<file path="src/rtl/mem_req_throttle_pkg.sv">
// Shared DRAM request/response types and default widths for the memory-side
// request throttle and its neighbours.
package mem_req_throttle_pkg;

    localparam int DRAM_DATA_WIDTH = 128;
    localparam int DRAM_ADDR_WIDTH = 28;
    localparam int DRAM_TAG_WIDTH  = 8;
    localparam int DRAM_BE_WIDTH   = DRAM_DATA_WIDTH / 8;

    typedef struct packed {
        logic                       rw;
        logic [DRAM_BE_WIDTH-1:0]   byteen;
        logic [DRAM_ADDR_WIDTH-1:0] addr;
        logic [DRAM_DATA_WIDTH-1:0] data;
        logic [DRAM_TAG_WIDTH-1:0]  tag;
    } dram_req_t;

    typedef struct packed {
        logic [DRAM_DATA_WIDTH-1:0] data;
        logic [DRAM_TAG_WIDTH-1:0]  tag;
    } dram_rsp_t;

endpackage

</file>
<file path="src/rtl/mem_req_throttle_if.sv">
// DRAM request/response channel. The master issues requests and accepts
// responses; the slave accepts requests and returns responses.
interface mem_req_throttle_if
    import mem_req_throttle_pkg::*;
#(
    parameter int DATA_WIDTH = DRAM_DATA_WIDTH,
    parameter int ADDR_WIDTH = DRAM_ADDR_WIDTH,
    parameter int TAG_WIDTH  = DRAM_TAG_WIDTH
);
    logic                    req_valid;
    logic                    req_rw;
    logic [DATA_WIDTH/8-1:0] req_byteen;
    logic [ADDR_WIDTH-1:0]   req_addr;
    logic [DATA_WIDTH-1:0]   req_data;
    logic [TAG_WIDTH-1:0]    req_tag;
    logic                    req_ready;
    logic                    rsp_valid;
    logic [DATA_WIDTH-1:0]   rsp_data;
    logic [TAG_WIDTH-1:0]    rsp_tag;
    logic                    rsp_ready;

    modport master (
        output req_valid, req_rw, req_byteen, req_addr, req_data, req_tag,
        input  req_ready,
        input  rsp_valid, rsp_data, rsp_tag,
        output rsp_ready
    );

    modport slave (
        input  req_valid, req_rw, req_byteen, req_addr, req_data, req_tag,
        output req_ready,
        output rsp_valid, rsp_data, rsp_tag,
        input  rsp_ready
    );

endinterface

</file>
<file path="src/rtl/mem_req_throttle_stage.sv">
// Generic one-entry valid/ready register with pipe-ready semantics: it accepts
// whenever it is empty or being drained this cycle, gated by an enable.
module pipe_reg_stage #(
    parameter int WIDTH = 1
) (
    input  logic             clk,
    input  logic             reset,
    input  logic             enable,
    input  logic             valid_in,
    output logic             ready_in,
    input  logic [WIDTH-1:0] data_in,
    output logic             valid_out,
    output logic [WIDTH-1:0] data_out,
    input  logic             ready_out
);

    logic             valid_q;
    logic             valid_d;
    logic [WIDTH-1:0] data_q;
    logic [WIDTH-1:0] data_d;
    logic             stage_free_s;
    logic             fire_s;

    assign stage_free_s = !valid_q || ready_out;
    assign ready_in     = enable && stage_free_s;
    assign fire_s       = valid_in && ready_in;
    assign valid_out    = valid_q;
    assign data_out     = data_q;

    // Next-state: load on accept, clear on drain, otherwise hold.
    always_comb begin
        valid_d = valid_q;
        data_d  = data_q;
        if (fire_s) begin
            valid_d = 1'b1;
            data_d  = data_in;
        end else if (ready_out) begin
            valid_d = 1'b0;
        end else begin
            valid_d = valid_q;
        end
    end

    // Valid flag register, cleared by reset so an in-flight entry is dropped.
    always_ff @(posedge clk) begin
        if (reset) begin
            valid_q <= 1'b0;
        end else begin
            valid_q <= valid_d;
        end
    end

    // Payload register; contents are meaningless while valid_q is low.
    always_ff @(posedge clk) begin
        data_q <= data_d;
    end

endmodule

</file>
<file path="src/rtl/mem_req_throttle.sv">
// Caps outstanding DRAM reads, registers the request path through one
// pipe stage, passes responses straight through and exports perf counters.
module mem_req_throttle
    import mem_req_throttle_pkg::*;
#(
    parameter int   DATA_WIDTH  = DRAM_DATA_WIDTH,
    parameter int   ADDR_WIDTH  = DRAM_ADDR_WIDTH,
    parameter int   TAG_WIDTH   = DRAM_TAG_WIDTH,
    parameter int   MAX_PENDING = 8,
    localparam int  CNT_WIDTH   = $clog2(MAX_PENDING + 1)
) (
    input  logic                  clk,
    input  logic                  reset,
    mem_req_throttle_if.slave     core,
    mem_req_throttle_if.master    dram,
    output logic [CNT_WIDTH-1:0]  pending_count,
    output logic [31:0]           stall_cycles,
    output logic                  underflow_err
);

    localparam int REQ_W = 1 + DATA_WIDTH / 8 + ADDR_WIDTH + DATA_WIDTH + TAG_WIDTH;
    localparam logic [CNT_WIDTH-1:0] MAX_CNT = CNT_WIDTH'(MAX_PENDING);

    logic [REQ_W-1:0]     stage_in_s;
    logic [REQ_W-1:0]     stage_out_s;
    logic                 stage_valid_s;
    logic                 req_ready_s;
    logic                 rd_ok_s;
    logic                 fire_in_s;
    logic                 inc_s;
    logic                 dec_s;

    logic [CNT_WIDTH-1:0] pending_q;
    logic [CNT_WIDTH-1:0] pending_d;
    logic [31:0]          stall_q;
    logic [31:0]          stall_d;
    logic                 underflow_q;
    logic                 underflow_d;

    // Throttle only looks at the registered count, so responses never reach req_ready.
    assign rd_ok_s    = core.req_rw || (pending_q < MAX_CNT);
    assign fire_in_s  = core.req_valid && req_ready_s;
    assign inc_s      = fire_in_s && !core.req_rw;
    assign dec_s      = dram.rsp_valid && core.rsp_ready;

    assign stage_in_s = {core.req_rw, core.req_byteen, core.req_addr,
                         core.req_data, core.req_tag};

    pipe_reg_stage #(
        .WIDTH (REQ_W)
    ) u_req_stage (
        .clk       (clk),
        .reset     (reset),
        .enable    (rd_ok_s),
        .valid_in  (core.req_valid),
        .ready_in  (req_ready_s),
        .data_in   (stage_in_s),
        .valid_out (stage_valid_s),
        .data_out  (stage_out_s),
        .ready_out (dram.req_ready)
    );

    assign core.req_ready = req_ready_s;
    assign dram.req_valid = stage_valid_s;
    assign {dram.req_rw, dram.req_byteen, dram.req_addr,
            dram.req_data, dram.req_tag} = stage_out_s;

    assign core.rsp_valid = dram.rsp_valid;
    assign core.rsp_data  = dram.rsp_data;
    assign core.rsp_tag   = dram.rsp_tag;
    assign dram.rsp_ready = core.rsp_ready;

    // Pending-read counter, sticky underflow flag and stall statistics.
    always_comb begin
        pending_d   = pending_q;
        underflow_d = underflow_q;
        stall_d     = stall_q;
        case ({inc_s, dec_s})
            2'b10: pending_d = pending_q + {{(CNT_WIDTH-1){1'b0}}, 1'b1};
            2'b01: begin
                if (pending_q == {CNT_WIDTH{1'b0}}) begin
                    underflow_d = 1'b1;
                end else begin
                    pending_d = pending_q - {{(CNT_WIDTH-1){1'b0}}, 1'b1};
                end
            end
            default: pending_d = pending_q;
        endcase
        if (core.req_valid && !req_ready_s) begin
            stall_d = stall_q + 32'd1;
        end else begin
            stall_d = stall_q;
        end
    end

    // Counter and status registers.
    always_ff @(posedge clk) begin
        if (reset) begin
            pending_q   <= {CNT_WIDTH{1'b0}};
            stall_q     <= 32'd0;
            underflow_q <= 1'b0;
        end else begin
            pending_q   <= pending_d;
            stall_q     <= stall_d;
            underflow_q <= underflow_d;
        end
    end

    assign pending_count = pending_q;
    assign stall_cycles  = stall_q;
    assign underflow_err = underflow_q;

endmodule

</file>
<file path="src/flat_wrapper.sv">
// flat-port wrapper written by rule: the top's interface ports become plain ports
module mem_req_throttle_flat import mem_req_throttle_pkg::*;
#(
    parameter int   DATA_WIDTH  = DRAM_DATA_WIDTH,
    parameter int   ADDR_WIDTH  = DRAM_ADDR_WIDTH,
    parameter int   TAG_WIDTH   = DRAM_TAG_WIDTH,
    parameter int   MAX_PENDING = 8,
    localparam int  CNT_WIDTH   = $clog2(MAX_PENDING + 1)
)
  (clk, reset, pending_count, stall_cycles, underflow_err, core_req_valid, core_req_rw, core_req_byteen, core_req_addr, core_req_data, core_req_tag, core_req_ready, core_rsp_valid, core_rsp_data, core_rsp_tag, core_rsp_ready, dram_req_valid, dram_req_rw, dram_req_byteen, dram_req_addr, dram_req_data, dram_req_tag, dram_req_ready, dram_rsp_valid, dram_rsp_data, dram_rsp_tag, dram_rsp_ready);
  mem_req_throttle_if #(.DATA_WIDTH(DATA_WIDTH), .ADDR_WIDTH(ADDR_WIDTH), .TAG_WIDTH(TAG_WIDTH)) core_i ();
  mem_req_throttle_if #(.DATA_WIDTH(DATA_WIDTH), .ADDR_WIDTH(ADDR_WIDTH), .TAG_WIDTH(TAG_WIDTH)) dram_i ();
  input  logic clk;
  input  logic reset;
  output logic [CNT_WIDTH-1:0] pending_count;
  output logic [31:0] stall_cycles;
  output logic underflow_err;
  input wire logic [$bits(core_i.req_valid)-1:0] core_req_valid;
  input wire logic [$bits(core_i.req_rw)-1:0] core_req_rw;
  input wire logic [$bits(core_i.req_byteen)-1:0] core_req_byteen;
  input wire logic [$bits(core_i.req_addr)-1:0] core_req_addr;
  input wire logic [$bits(core_i.req_data)-1:0] core_req_data;
  input wire logic [$bits(core_i.req_tag)-1:0] core_req_tag;
  output wire logic [$bits(core_i.req_ready)-1:0] core_req_ready;
  output wire logic [$bits(core_i.rsp_valid)-1:0] core_rsp_valid;
  output wire logic [$bits(core_i.rsp_data)-1:0] core_rsp_data;
  output wire logic [$bits(core_i.rsp_tag)-1:0] core_rsp_tag;
  input wire logic [$bits(core_i.rsp_ready)-1:0] core_rsp_ready;
  output wire logic [$bits(dram_i.req_valid)-1:0] dram_req_valid;
  output wire logic [$bits(dram_i.req_rw)-1:0] dram_req_rw;
  output wire logic [$bits(dram_i.req_byteen)-1:0] dram_req_byteen;
  output wire logic [$bits(dram_i.req_addr)-1:0] dram_req_addr;
  output wire logic [$bits(dram_i.req_data)-1:0] dram_req_data;
  output wire logic [$bits(dram_i.req_tag)-1:0] dram_req_tag;
  input wire logic [$bits(dram_i.req_ready)-1:0] dram_req_ready;
  input wire logic [$bits(dram_i.rsp_valid)-1:0] dram_rsp_valid;
  input wire logic [$bits(dram_i.rsp_data)-1:0] dram_rsp_data;
  input wire logic [$bits(dram_i.rsp_tag)-1:0] dram_rsp_tag;
  output wire logic [$bits(dram_i.rsp_ready)-1:0] dram_rsp_ready;
  assign core_i.req_valid = core_req_valid;
  assign core_i.req_rw = core_req_rw;
  assign core_i.req_byteen = core_req_byteen;
  assign core_i.req_addr = core_req_addr;
  assign core_i.req_data = core_req_data;
  assign core_i.req_tag = core_req_tag;
  assign core_req_ready = core_i.req_ready;
  assign core_rsp_valid = core_i.rsp_valid;
  assign core_rsp_data = core_i.rsp_data;
  assign core_rsp_tag = core_i.rsp_tag;
  assign core_i.rsp_ready = core_rsp_ready;
  assign dram_req_valid = dram_i.req_valid;
  assign dram_req_rw = dram_i.req_rw;
  assign dram_req_byteen = dram_i.req_byteen;
  assign dram_req_addr = dram_i.req_addr;
  assign dram_req_data = dram_i.req_data;
  assign dram_req_tag = dram_i.req_tag;
  assign dram_i.req_ready = dram_req_ready;
  assign dram_i.rsp_valid = dram_rsp_valid;
  assign dram_i.rsp_data = dram_rsp_data;
  assign dram_i.rsp_tag = dram_rsp_tag;
  assign dram_rsp_ready = dram_i.rsp_ready;
  mem_req_throttle #(.DATA_WIDTH(DATA_WIDTH), .ADDR_WIDTH(ADDR_WIDTH), .TAG_WIDTH(TAG_WIDTH), .MAX_PENDING(MAX_PENDING)) u_core (.clk(clk), .reset(reset), .core(core_i), .dram(dram_i), .pending_count(pending_count), .stall_cycles(stall_cycles), .underflow_err(underflow_err));
endmodule
</file>
<file path="config.mk">
export PLATFORM = sky130hd
export DESIGN_NAME = mem_req_throttle_flat
export DESIGN_NICKNAME = d
export VERILOG_FILES = /design/src/rtl/mem_req_throttle_pkg.sv /design/src/rtl/mem_req_throttle_if.sv /design/src/rtl/mem_req_throttle_stage.sv /design/src/rtl/mem_req_throttle.sv /design/src/flat_wrapper.sv
export SDC_FILE = /design/constraint.sdc
export NUM_CORES = 1
export LEC_CHECK = 0
export BUFFER_PORTS_ARGS = -buffer_cell sky130_fd_sc_hd__clkbuf_2
export CAP_MARGIN = 15
export CORE_AREA = 5 5 262 264
export DETAILED_ROUTE_END_ITERATION = 16
export DIE_AREA = 0 0 267 269
export GPL_TIMING_DRIVEN = 0
export SLEW_MARGIN = 25
export SYNTH_ARGS = -nofsm -noshare
export SYNTH_HDL_FRONTEND = slang
export SYNTH_HIERARCHICAL = 1
export SYNTH_SLANG_ARGS = --single-unit
</file>
<file path="constraint.sdc">
create_clock -name clk -period 3.6 [get_ports clk]
set_input_delay 0.54 -clock clk [delete_from_list [all_inputs] [get_ports clk]]
set_output_delay 0.54 -clock clk [all_outputs]
set_load 0.01 [all_outputs]
</file>
**Yosys cells after proc, flatten, opt, wreduce, memory -nomap -nowiden**

Index checks and enable logic that the tools add are counted.

- Multiply operators: 0
- Bitwise gates (word level): 0
- Magnitude comparators: 1
- Add/sub/neg operators: 3
- Reductions and logical operators: 15
- Shift operators: 0
- Multiplexer cells: 4
- Divide/modulo/power cells: 0
- Eq/ne operators: 3

Operators by type and width:

| operator | number |
|---|---|
| $add 32x1->32 const B | 1 |
| $pmux 4 s2 | 1 |
| $logic_and 1x1->1 | 5 |
| $add 4x1->4 const B | 1 |
| $logic_not 4->1 | 1 |
| $lt 4x4->1 const B | 1 |
| $mux 4 | 1 |
| $reduce_and 2->1 | 2 |
| $reduce_bool 2->1 | 2 |
| $sub 4x1->4 const B | 1 |
| $logic_not 1->1 | 3 |
| $eq 2x1->1 const B | 1 |
| $eq 2x2->1 const B | 1 |
| $logic_or 1x1->1 | 2 |
| $mux 1 | 2 |
| $ne 2x2->1 const B | 1 |

- Flip-flop bits (word level): 219
- ROM bits: 0
- Bits in writable memories: 0
- Bits in latches: 0
- Input bits: 323
- Output and inout port bits: 358
- Word-level logic and storage cells: 31
- Memories: 0

**Longest topological paths before layout**

- Word-level depth: 8
- Mapped depth: 10

**By module**

The synthesis kept the hierarchy.

Modules (own cells, without submodules):

| module | area an instance (um^2) | cells each | instances |
|---|---|---|---|
| pipe_reg_stage | 5506.5 | 187 | 1 |
| mem_req_throttle | 2839.0 | 348 | 1 |

**Worst setup path before layout**

No wires, ideal clock.

- Kind: input-to-reg
- From: input core_req_rw
- To: register u_core.u_req_stage.data_q[0] (netlist: u_core/u_req_stage/data_out[0]), enable pin
- Path slack: -254 ps
- Buffers on the path: 0
- Stages on the path: 3
- Arrival: 3372 ps
- Setup time: 482 ps
- Path through: nand2b_1 nand2_2 nor2b_4

- Longest elaborated chain between the ends: 3

Ends and longest elaborated chain:

| what | RTL line | RTL |
|---|---|---|
| from (decl) | flat_wrapper.sv:19 | `input wire logic [$bits(core_i.req_rw)-1:0] core_req_rw;` |
| $logic_or 1x1->1 | mem_req_throttle.sv:41 | `assign rd_ok_s = core.req_rw \|\| (pending_q < MAX_CNT);` |
| $logic_and 1x1->1 | mem_req_throttle_stage.sv:25 | `assign ready_in = enable && stage_free_s;` |
| $logic_and 1x1->1 | mem_req_throttle_stage.sv:26 | `assign fire_s = valid_in && ready_in;` |
| via u_core.u_req_stage.fire_s | mem_req_throttle_stage.sv:22 | `logic fire_s;` |
| to (signal assigned) | mem_req_throttle_stage.sv:55 | `data_q <= data_d;` |
| to (decl) | mem_req_throttle_stage.sv:19 | `logic [WIDTH-1:0] data_q;` |

The timed path passes the listed nets, and every way through them passes these cells.
A chain may end at the register's enable or synchronous reset.

**Final worst setup path**

- From: register u_core.pending_q[3] (netlist: u_core/pending_count[3])
- To: register u_core.pending_q[2] (netlist: u_core/pending_count[2])

- Longest elaborated chain between the ends: 8

Ends and longest elaborated chain:

| what | RTL line | RTL |
|---|---|---|
| from (decl) | mem_req_throttle.sv:33 | `logic [CNT_WIDTH-1:0] pending_q;` |
| from (signal assigned) | mem_req_throttle.sv:99 | `pending_q <= {CNT_WIDTH{1'b0}};` |
| from (signal assigned) | mem_req_throttle.sv:103 | `pending_q <= pending_d;` |
| $lt 4x4->1 (*) | mem_req_throttle.sv:41 |  |
| $logic_or 1x1->1 (*) | mem_req_throttle.sv:41 |  |
| via u_core.rd_ok_s | mem_req_throttle.sv:28 | `logic rd_ok_s;` |
| $logic_and 1x1->1 (*) | mem_req_throttle_stage.sv:25 |  |
| $logic_and 1x1->1 (*) | mem_req_throttle.sv:42 | `assign fire_in_s = core.req_valid && req_ready_s;` |
| $logic_and 1x1->1 (*) | mem_req_throttle.sv:43 | `assign inc_s = fire_in_s && !core.req_rw;` |
| $eq 2x1->1 / $eq 2x2->1 (equally long branches) | mem_req_throttle.sv:78 | `case ({inc_s, dec_s})` |
| $ne 2x2->1 (no source line) / $reduce_bool 2->1 (equally long branches) | - |  |
| $reduce_and 2->1 (no source line) | - |  |

The timed path passes the listed nets; every way through them passes the cells marked *.

==> flow_summary.html <==
<table>
<tr><th>Metric</th><th>Value</th></tr>
<tr><th colspan="2">Status</th></tr>
<tr><td>Status</td><td>finished clean</td></tr>
<tr><th colspan="2">Logic synthesis</th></tr>
<tr><td>Adder-cell share of the synthesized area</td><td>0.00300</td></tr>
<tr><td>Post-Synthesis Net Count</td><td>860</td></tr>
<tr><td>Post-synthesis mux area share</td><td>0.00375</td></tr>
<tr><td>Fraction of registers with async set or reset after synthesis</td><td>0</td></tr>
<tr><td>Synthesized area</td><td>8350 sq um</td></tr>
<tr><td>Synth Area in Simple Gates</td><td>0.0694</td></tr>
<tr><td>Number of distinct library cell variants in the gate-level netlist after synthesis</td><td>42</td></tr>
<tr><td>Number of enable flip-flop cells after synthesis</td><td>181</td></tr>
<tr><td>Instance count of the mapped netlist</td><td>535</td></tr>
<tr><td>Largest family of logic cells by synthesized area</td><td>buffers and inverters</td></tr>
<tr><td>Commonest register cell after synthesis</td><td>sky130_fd_sc_hd__edfxtp_1</td></tr>
<tr><td>#FFs+latches synth</td><td>219</td></tr>
<tr><td>Xor and xnor area share after synthesis</td><td>0.0115</td></tr>
<tr><td>Ys Warns</td><td>6</td></tr>
<tr><td>Post-Syn Area per Cell</td><td>15.6 sq um</td></tr>
<tr><td>Part of the Yosys area used for sequential elements</td><td>0.742</td></tr>
<tr><td>Post-synthesis compound-gate area fraction</td><td>0.0364</td></tr>
<tr><th colspan="2">Clock tree</th></tr>
<tr><td>Root Driver</td><td>sky130_fd_sc_hd__clkbuf_16</td></tr>
<tr><td>Max Root-Sink Buffers</td><td>3</td></tr>
<tr><td>Clock Latency Late Sink</td><td>0.56 ns</td></tr>
<tr><td>CTS Buf Count</td><td>25</td></tr>
<tr><td>Total setup buffers inserted after CTS</td><td>0</td></tr>
<tr><td>Clk pin slew, worst setup/hold paths</td><td>0.06 ns</td></tr>
<tr><td>CTS tree</td><td>built</td></tr>
<tr><td>Post-CTS Resized</td><td>0</td></tr>
<tr><td>Hold_buf cts</td><td>0</td></tr>
<tr><td>CTS sink count</td><td>219</td></tr>
<tr><td>Level count of the clock H-tree</td><td>1</td></tr>
<tr><th colspan="2">Power</th></tr>
<tr><td>Worst voltage drop across the vdd grid</td><td>0.292 mV</td></tr>
<tr><td>Cell Pwr Density</td><td>470 nW/um^2</td></tr>
<tr><td>Total design power</td><td>6.21 mW</td></tr>
<tr><td>Leakage</td><td>5.79 nW</td></tr>
<tr><th colspan="2">Detailed routing</th></tr>
<tr><td>DRT iter0 DRCs</td><td>274</td></tr>
<tr><td>Routed WL</td><td>33.0 mm</td></tr>
<tr><td>Final antenna-violating net count</td><td>0</td></tr>
<tr><td>Detailed-router iteration count before antenna repair</td><td>4</td></tr>
<tr><td>Post-route DRC violation count</td><td>0</td></tr>
<tr><td>Mean number of vias per cell</td><td>3.30</td></tr>
<tr><td>Routed length per instance</td><td>16.5 um</td></tr>
<tr><td>Vias</td><td>6627</td></tr>
<tr><th colspan="2">Timing</th></tr>
<tr><td>Shortest period the worst path allows</td><td>2.76 ns</td></tr>
<tr><td>Post-route clock period utilization</td><td>0.767</td></tr>
<tr><td>Relative slew slack</td><td>0.543</td></tr>
<tr><td>Final-layout setup total negative slack</td><td>0 ns</td></tr>
<tr><td>Final-report setup violation count</td><td>0</td></tr>
<tr><td>Slew Viols, Final</td><td>0</td></tr>
<tr><td>RSZ-0062 raised after global routing</td><td>false</td></tr>
<tr><td>Fin Hold WS</td><td>0.155 ns</td></tr>
<tr><td>Final hold violation count</td><td>0</td></tr>
<tr><td>Highest clock frequency the design can meet</td><td>362 MHz</td></tr>
<tr><td>Slew @ Worst Pin</td><td>0.685 ns</td></tr>
<tr><td>Worst clock skew on the final layout</td><td>0.0176 ns</td></tr>
<tr><th colspan="2">Floorplan</th></tr>
<tr><td>Height of the die</td><td>269 um</td></tr>
<tr><td>Width of the chip</td><td>267 um</td></tr>
<tr><td>Overall die area</td><td>71800 sq um</td></tr>
<tr><td>IO Count</td><td>681</td></tr>
<tr><td>Number of rows in the core area</td><td>95</td></tr>
<tr><td>Placeable core region</td><td>66300 sq um</td></tr>
<tr><td>Starting Density</td><td>0.126</td></tr>
<tr><th colspan="2">Final layout</th></tr>
<tr><td>Final Net Count</td><td>1439</td></tr>
<tr><td>Share of layout cells above drive strength 1</td><td>0.656</td></tr>
<tr><td>Final-layout fill cell count</td><td>7217</td></tr>
<tr><td>Final design utilization</td><td>0.199</td></tr>
<tr><td>Most common cell after layout, fill and taps aside</td><td>sky130_fd_sc_hd__clkbuf_2</td></tr>
<tr><td>Commonest cells after routing, fill and taps aside</td><td>sky130_fd_sc_hd__clkbuf_2 (544), sky130_fd_sc_hd__edfxtp_1 (181), sky130_fd_sc_hd__buf_4 (138), sky130_fd_sc_hd__dfxtp_1 (38), sky130_fd_sc_hd__clkbuf_16 (26)</td></tr>
<tr><td>Synth-to-Final Area Change</td><td>58.3%</td></tr>
<tr><th colspan="2">Setup path</th></tr>
<tr><td>Data required time at the worst endpoint</td><td>4.03 ns</td></tr>
<tr><td>Endpoint type of the worst setup path</td><td>flip-flop</td></tr>
<tr><td>Kind of critical path</td><td>reg2reg</td></tr>
<tr><td>Register-to-Register Path Depth</td><td>10</td></tr>
<tr><td>Worst setup SP type</td><td>flip-flop</td></tr>
<tr><td>Crit path max fanout</td><td>9</td></tr>
<tr><td>Launching point of the worst reg2reg path</td><td>u_core/pending_count[3]$_SDFFE_PP0P_</td></tr>
<tr><td>R2R Setup Slk</td><td>0.84 ns</td></tr>
<tr><td>Arrival time worst endpoint</td><td>3.20 ns</td></tr>
<tr><td>Worst reg2reg path endpoint</td><td>u_core/pending_count[2]$_SDFFE_PP0P_</td></tr>
<tr><th colspan="2">Min path</th></tr>
<tr><td>Hold Path Depth</td><td>1</td></tr>
<tr><td>Hold Startpoint</td><td>core_req_data[60]</td></tr>
<tr><td>Class of the tightest hold or removal check</td><td>in2reg</td></tr>
<tr><td>Worst-case hold path end point</td><td>u_core/u_req_stage/data_out[68]$_DFFE_PP_</td></tr>
<tr><th colspan="2">Global routing</th></tr>
<tr><td>Pin count of the biggest net entering global routing</td><td>32</td></tr>
<tr><td>Initial antenna violation count</td><td>16</td></tr>
<tr><td>Total congestion overflow</td><td>0</td></tr>
<tr><td>Combined global-route utilization of all metal layers</td><td>0.0802</td></tr>
<tr><td>Number of global-route vias before repair</td><td>6672</td></tr>
<tr><td>First-pass GRT wire length</td><td>43.1 mm</td></tr>
<tr><th colspan="2">Placed design</th></tr>
<tr><td>Detailed placement HPWL</td><td>27.7 mm</td></tr>
<tr><td>Port bufs</td><td>544</td></tr>
<tr><td>GP Congestion</td><td>0.802</td></tr>
<tr><th colspan="2">Run</th></tr>
<tr><td>Max-cap violations</td><td>0</td></tr>
</table>
worst max-delay path by stage:
stage | cells past startpoint | from | end
finish | 10 | u_core/pending_count[3]$_SDFFE_PP0P_ | u_core/pending_count[2]$_SDFFE_PP0P_
global route | 10 | u_core/pending_count[3]$_SDFFE_PP0P_ | u_core/pending_count[2]$_SDFFE_PP0P_
detailed placement | 11 | core_req_rw | u_core/pending_count[2]$_SDFFE_PP0P_
global placement | 3 | core_req_valid | u_core/u_req_stage/data_out[68]$_DFFE_PP_
CTS | 10 | u_core/pending_count[3]$_SDFFE_PP0P_ | u_core/pending_count[2]$_SDFFE_PP0P_
floorplan | 3 | core_req_rw | u_core/u_req_stage/data_out[0]$_DFFE_PP_
cell type report:
type,count,area [sq um],share of cell area
Sequential cell,219,6200,0.469
Inverter,5,18.8,0.00142
Antenna cell,1,2.50,0.000189
Clock buffer,36,718,0.0544
Timing Repair Buffer,552,2910,0.221
Buffer,151,1090,0.0829
Multi-Input combinational cell,160,1050,0.0794
Tap cell,873,1090,0.0827
Clock inverter,10,125,0.00947
cells in the mapped netlist (2+ instances only):
library cell,number,area share
sky130_fd_sc_hd__nand3_1,9,0.0054
sky130_fd_sc_hd__and4_1,2,0.0021
sky130_fd_sc_hd__xnor2_1,2,0.0021
sky130_fd_sc_hd__nand4_1,10,0.0075
sky130_fd_sc_hd__or4_2,2,0.0021
sky130_fd_sc_hd__and4b_1,2,0.0024
sky130_fd_sc_hd__edfxtp_1,181,0.65
sky130_fd_sc_hd__nor2b_1,2,0.0015
sky130_fd_sc_hd__buf_2,2,0.0012
sky130_fd_sc_hd__dfxtp_1,38,0.091
sky130_fd_sc_hd__or4_1,19,0.017
sky130_fd_sc_hd__or3_1,4,0.0030
sky130_fd_sc_hd__nor2_1,14,0.0063
sky130_fd_sc_hd__and2_1,3,0.0022
sky130_fd_sc_hd__xor2_1,9,0.0094
sky130_fd_sc_hd__a21oi_1,24,0.014
sky130_fd_sc_hd__clkbuf_1,9,0.0040
sky130_fd_sc_hd__buf_4,138,0.12
sky130_fd_sc_hd__nand2_1,12,0.0054
sky130_fd_sc_hd__mux2i_1,2,0.0024
sky130_fd_sc_hd__o21ai_0,5,0.0030
sky130_fd_sc_hd__ha_1,2,0.0030
sky130_fd_sc_hd__nor3_1,4,0.0024
sky130_fd_sc_hd__o31ai_1,18,0.016
sky130_fd_sc_hd__inv_1,5,0.0022
critical path, cell delays in order, from the launching register on:
cell and delay, ns:
sky130_fd_sc_hd__dfxtp_1 0.38, sky130_fd_sc_hd__nand2b_4 0.11, sky130_fd_sc_hd__and2_4 0.20, sky130_fd_sc_hd__and3b_1 0.17, sky130_fd_sc_hd__clkbuf_1 0.27, sky130_fd_sc_hd__nor2_1 0.12
sky130_fd_sc_hd__xor2_1 0.16, sky130_fd_sc_hd__ha_1 0.20, sky130_fd_sc_hd__or4_1 0.49, sky130_fd_sc_hd__a22oi_1 0.18, sky130_fd_sc_hd__mux2_2 0.35
layer usage:
layer	global-route usage	wire, um	vias to the layer above
met3	0.0397	4270	62
met1	0.0760	10300	3066
li1	-	-	3013
met5	0	159	-
met4	0.0187	669	24
met2	0.155	17600	462
power by group:
group          internal (mW)  switching (mW)  total, mW
sequential              2.89          0.0426       2.94
combinational          0.333           0.336      0.669
clock                   1.54            1.07       2.61
per-stage QoR:
| stage | cell area [sq um] | setup slack (ns) | cells |
|---|---|---|---|
| floorplan | 8360 | -0.213 | 535 |
| detailed placement | 12400 | 0.524 | 1960 |
| CTS | 13200 | 0.815 | 2006 |
| global placement | 12200 | -1.51 | 1952 |
| global route | 13200 | 0.663 | 2006 |
| finish | 13200 | 0.837 | 2007 |
kinds of logic (layout without fill, tap and decap cells):
| family | count (synthesis) | in the layout |
|---|---|---|
| compound gates | 50 | 50 |
| xor+xnor | 11 | 11 |
| fa+ha+maj | 2 | 2 |
| buf+inv | 156 | 754 |
| flops | 219 | 219 |
| mux | 3 | 3 |
| other cells | 0 | 1 |
| simple gates | 94 | 94 |
flip-flops by register name, summed over array words and instances, names as in the netlist:
signal / count
u_core/underflow_err: 1
u_core/pending_count: 4
u_core/u_req_stage/valid_out: 1
u_core/u_req_stage/data_out: 181
u_core/stall_cycles: 32
No activity file was read; power rests on OpenSTA's default activity.
